### src/rtl/blake2_pkg.sv
// Shared BLAKE2b constants, block type and byte-lane helpers used by the
// message packer feeding the compression core.
package blake2_pkg;

    localparam int BLOCK_BYTES = 128;
    localparam int BLOCK_WORDS = 16;
    localparam int WORD_BYTES  = 8;

    typedef logic [15:0][63:0] blake2_block_t;

    // Expand a per-byte valid mask into a 64-bit data mask.
    function automatic logic [63:0] keep_to_mask(input logic [7:0] keep);
        logic [63:0] mask;
        mask = '0;
        for (int b = 0; b < WORD_BYTES; b++) begin
            mask[8*b +: 8] = {8{keep[b]}};
        end
        return mask;
    endfunction

    function automatic logic [3:0] keep_popcnt(input logic [7:0] keep);
        logic [3:0] cnt;
        cnt = '0;
        for (int b = 0; b < WORD_BYTES; b++) begin
            cnt = cnt + {3'b000, keep[b]};
        end
        return cnt;
    endfunction

endpackage

### src/rtl/blake2b_msg_packer.sv
// Packs a 64-bit little-endian message stream into 128-byte BLAKE2b blocks,
// tracking the running byte offset t and flagging the final block.
module blake2b_msg_packer
    import blake2_pkg::*;
#(
    parameter int T_BITS = 128
) (
    input  logic                i_clk,
    input  logic                i_rst,
    input  logic [63:0]         i_dat,
    input  logic [7:0]          i_keep,
    input  logic                i_eop,
    input  logic                i_val,
    output logic                o_rdy,
    output logic [1023:0]       o_block,
    output logic [T_BITS-1:0]   o_t,
    output logic                o_last,
    output logic                o_val,
    input  logic                i_rdy
);

    typedef enum logic {
        FILL = 1'b0,
        OUT  = 1'b1
    } state_t;

    localparam logic [3:0] LAST_IDX = 4'(BLOCK_WORDS - 1);

    state_t              state_q;
    state_t              state_d;
    blake2_block_t       buf_q;
    logic [3:0]          idx_q;
    logic [T_BITS-1:0]   cnt_q;
    logic                last_q;
    logic                beat_acc;
    logic                blk_acc;

    // NOTE: next-state logic is combinational, so every output gets a default
    // before the case; a missing default on any path would infer a latch.
    always_comb begin
        state_d  = state_q;
        beat_acc = 1'b0;
        blk_acc  = 1'b0;
        o_rdy    = 1'b0;
        o_val    = 1'b0;
        case (state_q)
            FILL: begin
                o_rdy    = 1'b1;
                beat_acc = i_val;
                if (beat_acc && (idx_q == LAST_IDX || i_eop)) begin
                    state_d = OUT;
                end
            end
            OUT: begin
                o_val   = 1'b1;
                blk_acc = i_rdy;
                if (blk_acc) begin
                    state_d = FILL;
                end
            end
            default: state_d = FILL;
        endcase
    end

    // NOTE: registers use non-blocking assignments so every flop samples the
    // pre-edge values regardless of statement order.
    always_ff @(posedge i_clk) begin
        if (i_rst) begin
            state_q <= FILL;
        end else begin
            state_q <= state_d;
        end
    end

    // NOTE: the block buffer is reset despite its width because o_block has a
    // defined all-zero reset value and partial blocks must not leak across resets.
    always_ff @(posedge i_clk) begin
        if (i_rst) begin
            buf_q  <= '0;
            idx_q  <= '0;
            cnt_q  <= '0;
            last_q <= 1'b0;
        end else if (beat_acc) begin
            buf_q[idx_q] <= i_dat & keep_to_mask(i_keep);
            idx_q        <= idx_q + 4'd1;
            cnt_q        <= cnt_q + T_BITS'(keep_popcnt(i_keep));
            last_q       <= i_eop;
        end else if (blk_acc) begin
            buf_q  <= '0;
            idx_q  <= '0;
            last_q <= 1'b0;
            // The offset spans the whole message; only a finished message restarts it.
            if (last_q) begin
                cnt_q <= '0;
            end
        end
    end

    assign o_block = buf_q;
    assign o_t     = cnt_q;
    assign o_last  = last_q;

endmodule
### config.mk
export PLATFORM = sky130hd
export DESIGN_NAME = blake2b_msg_packer
export DESIGN_NICKNAME = d
export VERILOG_FILES = /design/src/rtl/blake2_pkg.sv /design/src/rtl/blake2b_msg_packer.sv
export SDC_FILE = /design/constraint.sdc
export NUM_CORES = 2
export LEC_CHECK = 0
export BUFFER_PORTS_ARGS = -buffer_cell sky130_fd_sc_hd__buf_2
export CAP_MARGIN = 20
export CELL_PAD_IN_SITES_DETAIL_PLACEMENT = 1
export CELL_PAD_IN_SITES_GLOBAL_PLACEMENT = 1
export CORE_AREA = 2 2 477 479
export DETAILED_ROUTE_END_ITERATION = 8
export DIE_AREA = 0 0 479 481
export PLACE_DENSITY = 0.47
export SYNTH_ARGS = -nofsm -noshare
export SYNTH_HDL_FRONTEND = slang
export SYNTH_SLANG_ARGS = --single-unit
### constraint.sdc
create_clock -name i_clk -period 8.8 [get_ports i_clk]
set_input_delay 1.76 -clock i_clk [delete_from_list [all_inputs] [get_ports i_clk]]
set_output_delay 1.76 -clock i_clk [all_outputs]
set_load 0.02 [all_outputs]
# [Yosys cells after proc, flatten, opt, wreduce, memory -nomap -nowiden]
# Cells that the tools add are included.
# W data, S select, Z words.
[word_totals] regBits=1158 latchBits=0 ram_bits=0 mem_bits_ro=0 input_bits=77 elab_cells=59 n_memories=0
[classes] n_addsub=9 multipliers=0 div_mod_pow=0 order_cmp=2 eq_ne=1 shift=0 n_mux=19 bitwise_logic=2 reduce_logical=6
[op_table] op="$mux W1024" count=2
[op_table] op="$bwmux W1024" count=1
[op_table] op="$mux W128" count=3
[op_table] op="$demux W64 S4" count=1
[op_table] op="$add A128 B4 Y128" count=1
[op_table] op="$and A64 B64 Y64" count=1
[op_table] op="$mux W64" count=1
[op_table] op="$add A4 B1 Y4" count=4
[op_table] op="$mux W1" count=8
[op_table] op="$mux W4" count=2
[op_table] op="$lt A4 B5 Y1 const B" count=1
[op_table] op="$add A3 B1 Y4" count=1
[op_table] op="$add A4 B1 Y4 const B" count=1
[op_table] op="$eq A4 B4 Y1 const B" count=1
[op_table] op="$ge A4 B1 Y1 const B" count=1
[op_table] op="$reduce_bool A2 Y1" count=2
[op_table] op="$add A2 B1 Y3" count=1
[op_table] op="$add A1 B1 Y2" count=1
[op_table] op="$logic_and A1 B1 Y1" count=2
[op_table] op="$pmux W1 S2" count=1
[op_table] op="$reduce_and A2 Y1" count=1
[op_table] op="$logic_or A1 B1 Y1" count=1
[op_table] op="$not A1 Y1" count=1

# [Longest topological paths before layout]
[depth] ltp_word=9 mapped_depth=14 ltp_nobuf=13

# [Worst setup path after synthesis]
# OpenSTA, ideal clock, no wires.
[synth_path] path_kind="input-to-reg" start="input i_keep[0]" end="register cnt_q[117], in the netlist o_t[117]" setup_ps=70 arrival_ps=5617 required_ps=8730 setup_slack_ps=3112 stages=11 path_cell_list="fa_1 -> inv_1 -> fa_1 -> fa_1 -> fa_1 -> and2b_2 -> o2111ai_1 -> a2111o_4 -> or4_1 -> or3_1 -> a21oi_1"
[synth_via] elab_chain_len=9
[synth_lines] element="start, declared" line="blake2b_msg_packer.sv:11" rtl="input logic [7:0] i_keep,"
[synth_lines] element="$add A1 B1 Y2" line="blake2_pkg.sv:25" rtl="cnt = cnt + {3'b000, keep[b]};"
[synth_lines] element="$add A2 B1 Y3" line="blake2_pkg.sv:25"
[synth_lines] element="$add A3 B1 Y4" line="blake2_pkg.sv:25"
[synth_lines] element="$add A4 B1 Y4 (4 in series)" line="blake2_pkg.sv:25"
[synth_lines] element="$add A128 B4 Y128" line="blake2b_msg_packer.sv:86" rtl="cnt_q <= cnt_q + T_BITS'(keep_popcnt(i_keep));"
[synth_lines] element="$mux W128" line="blake2b_msg_packer.sv:83" rtl="end else if (beat_acc) begin"
[synth_lines] element="end signal, assigned" line="blake2b_msg_packer.sv:86"
[synth_lines] element="end, declared" line="blake2b_msg_packer.sv:33" rtl="logic [T_BITS-1:0] cnt_q;"
# Every way passes these cells.
# A chain may end at the register's enable or synchronous reset.

# [Final worst setup path]
[layout_path] start="input i_keep[1]" end="register cnt_q[93], in the netlist o_t[93]"
# Same word-level chain as after synthesis.

==> reports/results.tsv <==
stage	metric	value	unit
sta	tightest_slew	1147	ps
worst_setup_path	cp_num_buf_inv	2	
logic_synthesis	synth_edf_count	0	
logic_synthesis	synth_cells	5652	
die	start_util	0.1970	
worst_setup_path	worst_path_largest_cell_delay	850	ps
logic_synthesis	ys.flop_type	dfxtp_1	
min_path	holdCritPathClass	register to register	
placed_design	gp_congestion	0.8735	
global_route	grt_start_max_net_pins	205	
worst_setup_path	crit_top_cell	fa_1	
worst_setup_path	critPathArrivalTime	6660	ps
clocking	cts_setup_buffers	0	
logic_synthesis	yosysWarnings	0	
logic_synthesis	synth_nets	5744	
clocking	clkLatencyLatePin	800	ps
min_path	min_from	o_block[413]	
placed_design	numPlacedInstances	9449	
global_route	gr-total-overflow	0	
flow_run	drv_cap	0	
pwr	p_leak	24.71	nW
logic_synthesis	synth.largest_area_cell	dfxtp_1	
clocking	cts_resized	0	
global_route	grt_usage	0.2169	
clocking	cts_buffer_depth	3	
placed_design	dpl.hpwl	178400	um
clocking	cts_buffers	148	
detailed_routing	routedWlPerCell	26.95	um
clocking	clkSinkCount	1158	
placed_design	io_buffers	1231	
die	fp.dieW	479	um
detailed_routing	drt_iter0_drc	3335	
finish	layout-drive-gt1-share	0.2419	
worst_setup_path	crit_fanout	9	
worst_setup_path	startpoint_type	input pin	
logic_synthesis	synth.area.top_cells	dfxtp_1 52%, nor2_1 18%, a31oi_1 14%	
global_route	antenna_found_initial	31	
clocking	cts-hold-fix-buffers	0	
worst_setup_path	r2r_setup_slack	4120	ps
die	dieArea	230400	sq um
sta	fin_skew	35.97	ps
sta	slew_headroom	0.2350	
logic_synthesis	synth_top_area_frac	0.5212	
logic_synthesis	synth_area	44480	sq um
detailed_routing	routed_wl	261600	um
global_route	grt_pass1_wl	362500	um
finish	stdcell_count	9709	
sta	min_period	5925	ps
worst_setup_path	r2r_start	o_t[0]	
logic_synthesis	ys_seq_elements	1158	
die	rows	175	
sta	hold_viol	0	
detailed_routing	firstDrtPassIters	5	
detailed_routing	vias_per_cell	4.761	
sta	setup_viol	0	
worst_setup_path	crit_chain	buf_2, fa_1, inv_1, fa_1, fa_1, fa_1, and2b_2, o2111ai_1, a2111oi_0, nand4_1, or4_1, nand2_1	
clocking	cts_tree	done	
detailed_routing	vias	46230	
worst_setup_path	cp_top_family	adder cells	
sta	fmax	168.8	MHz
sta	period_share	0.6733	
clocking	root_buffer	clkbuf_16	
detailed_routing	drcViolationCount	0	
pwr	finalPower	0.01225	W
die	die_h	481	um
worst_setup_path	crit_start	i_keep[1]	
logic_synthesis	synth_cell_types	65	
global_route	grt_pass1_vias	45420	
die	core	225700	sq um
sta	tns	0	ps
detailed_routing	ant_nets	0	
worst_setup_path	critPathSlowestCell	a2111oi_0	
logic_synthesis	syn_area_per_cell	7.869	sq um
die	ios	1232	
status	status	finished, final reports clean	
pwr	power_density	209.7	nW/um^2
sta	rsz0062_at_grt	no	
logic_synthesis	ys_seq_area_frac	0.5212	
worst_setup_path	critPathKind	input pin to register	
worst_setup_path	crit_path_end_kind	register	
worst_setup_path	critPathRequiredTime	9530	ps
logic_synthesis	ys_async_sr_fraction	0	
finish	fin_nets	6683	
clocking	htree_num_levels	4	
finish	area_delta_synth_final	31.30	%
clocking	path_clk_slew	60	ps
sta	final-max-slew-violation-count	0	
pwr	ir_drop	0.0001664	V
metal layers:
layer | wire length, um | GRT usage
met1 | 113600 | 0.2781
met2 | 114400 | 0.3364
met4 | 9804 | 0.07608
met3 | 23810 | 0.07455
met5 | 0 | 0
cell usage after synthesis (5+ instances only):
cell and number:
xnor2_1 53, buf_1 6, mux2i_1 11, dfxtp_1 1158, o21ai_0 19, o21a_1 5
and3_1 11, nand3_1 71, or4_1 19, nor3_1 46, a21oi_1 34, inv_1 29
nand2_1 154, a31oi_1 1027, and4_1 9, clkbuf_1 548, a2111oi_0 5, ha_1 10
and2_1 7, o211ai_1 7, xor2_1 27, fa_1 5, nand4_1 66, nor4_1 43
or3_1 39, o31ai_1 6, nor2_1 2176
flip-flops by register name, indices dropped and copies added, names as in the netlist:
signal	cells
o_last	1
state_q	1
o_block	1024
o_t	128
idx_q	4
cell usage in the layout, fill, tap and decap left out, types with 4 or more instances in the layout:
cell       instances
nor2_1          2175
buf_2           1230
dfxtp_1         1158
a31oi_1         1027
clkbuf_16        150
nand2_1          134
buf_4            104
nand4_1           66
nand3_1           59
xnor2_1           53
nor3_1            46
nor4_1            43
clkbuf_1          42
or3_1             39
a21oi_1           34
clkbuf_8          31
inv_1             29
xor2_1            27
nand2_2           19
or4_1             19
o21ai_0           19
nand3_4           13
and3_1            11
mux2i_1           11
ha_1              10
buf_12            10
and4_1             9
bufinv_16          8
clkinv_2           8
o211ai_1           7
and2_1             7
o31ai_1            6
o21a_1             5
a2111oi_0          5
fa_1               5
inv_16             5
inv_6              5
diode_2            4
o2111ai_1          4
nor4_2             4
kinds of logic after synthesis:
kind of cell / synth area share
buffers and inverters: 0.04988
and+or+nand+nor: 0.2465
xor gates and xnor gates: 0.01575
AOI/OAI and AO/OA: 0.1591
DFF: 0.5212
adders and majority gates: 0.005064
muxes: 0.002476
metrics by stage:
step | hold slack, ps | worst slack, ps | utilization | cell area [sq um]
after CTS | 496.3 | 2887 | 0.2586 | 58380
after floorplan | 538.3 | 3112 | - | 44480
after detailed placement | 482.8 | 2018 | 0.2370 | 53510
after global routing | 516.1 | 2691 | 0.2587 | 58390
final | 493.9 | 2875 | 0.2587 | 58400
after global placement | 470.3 | 2074 | 0.2369 | 53490
final timing paths:
path | to | cells after the start
setup / recovery | o_t[93] | 12
setup reg to reg | o_t[93] | 10
hold / removal | o_block[413] | 2
hold reg to reg | o_block[413] | 2
final cells by class:
cell class / count / area, sq um
antenna: 4 / 10.01
clock inverter: 32 / 533.0
sequential: 1158 / 23180
fill: 27020 / 167300
inverter: 29 / 108.9
clock buffer: 223 / 4338
tap: 3009 / 3765
timing repair buffer: 1346 / 7163
multi-input combinational: 3908 / 19300
worst register-to-register path, stage by stage, from the launching register on:
cell and delay, ps:
dfxtp_1 440, inv_1 110, fa_1 540, fa_1 430
fa_1 510, and2b_2 290, o2111ai_1 380, a2111oi_0 850
nand4_1 430, or4_1 560, nand2_1 80
report_power, final:
group	internal, W	switching, W
Clock	0.00365	0.00257
Combinational	0.000131	0.000587
Sequential	0.00527	0.0000318
Power figures use the tool's default switching activity.
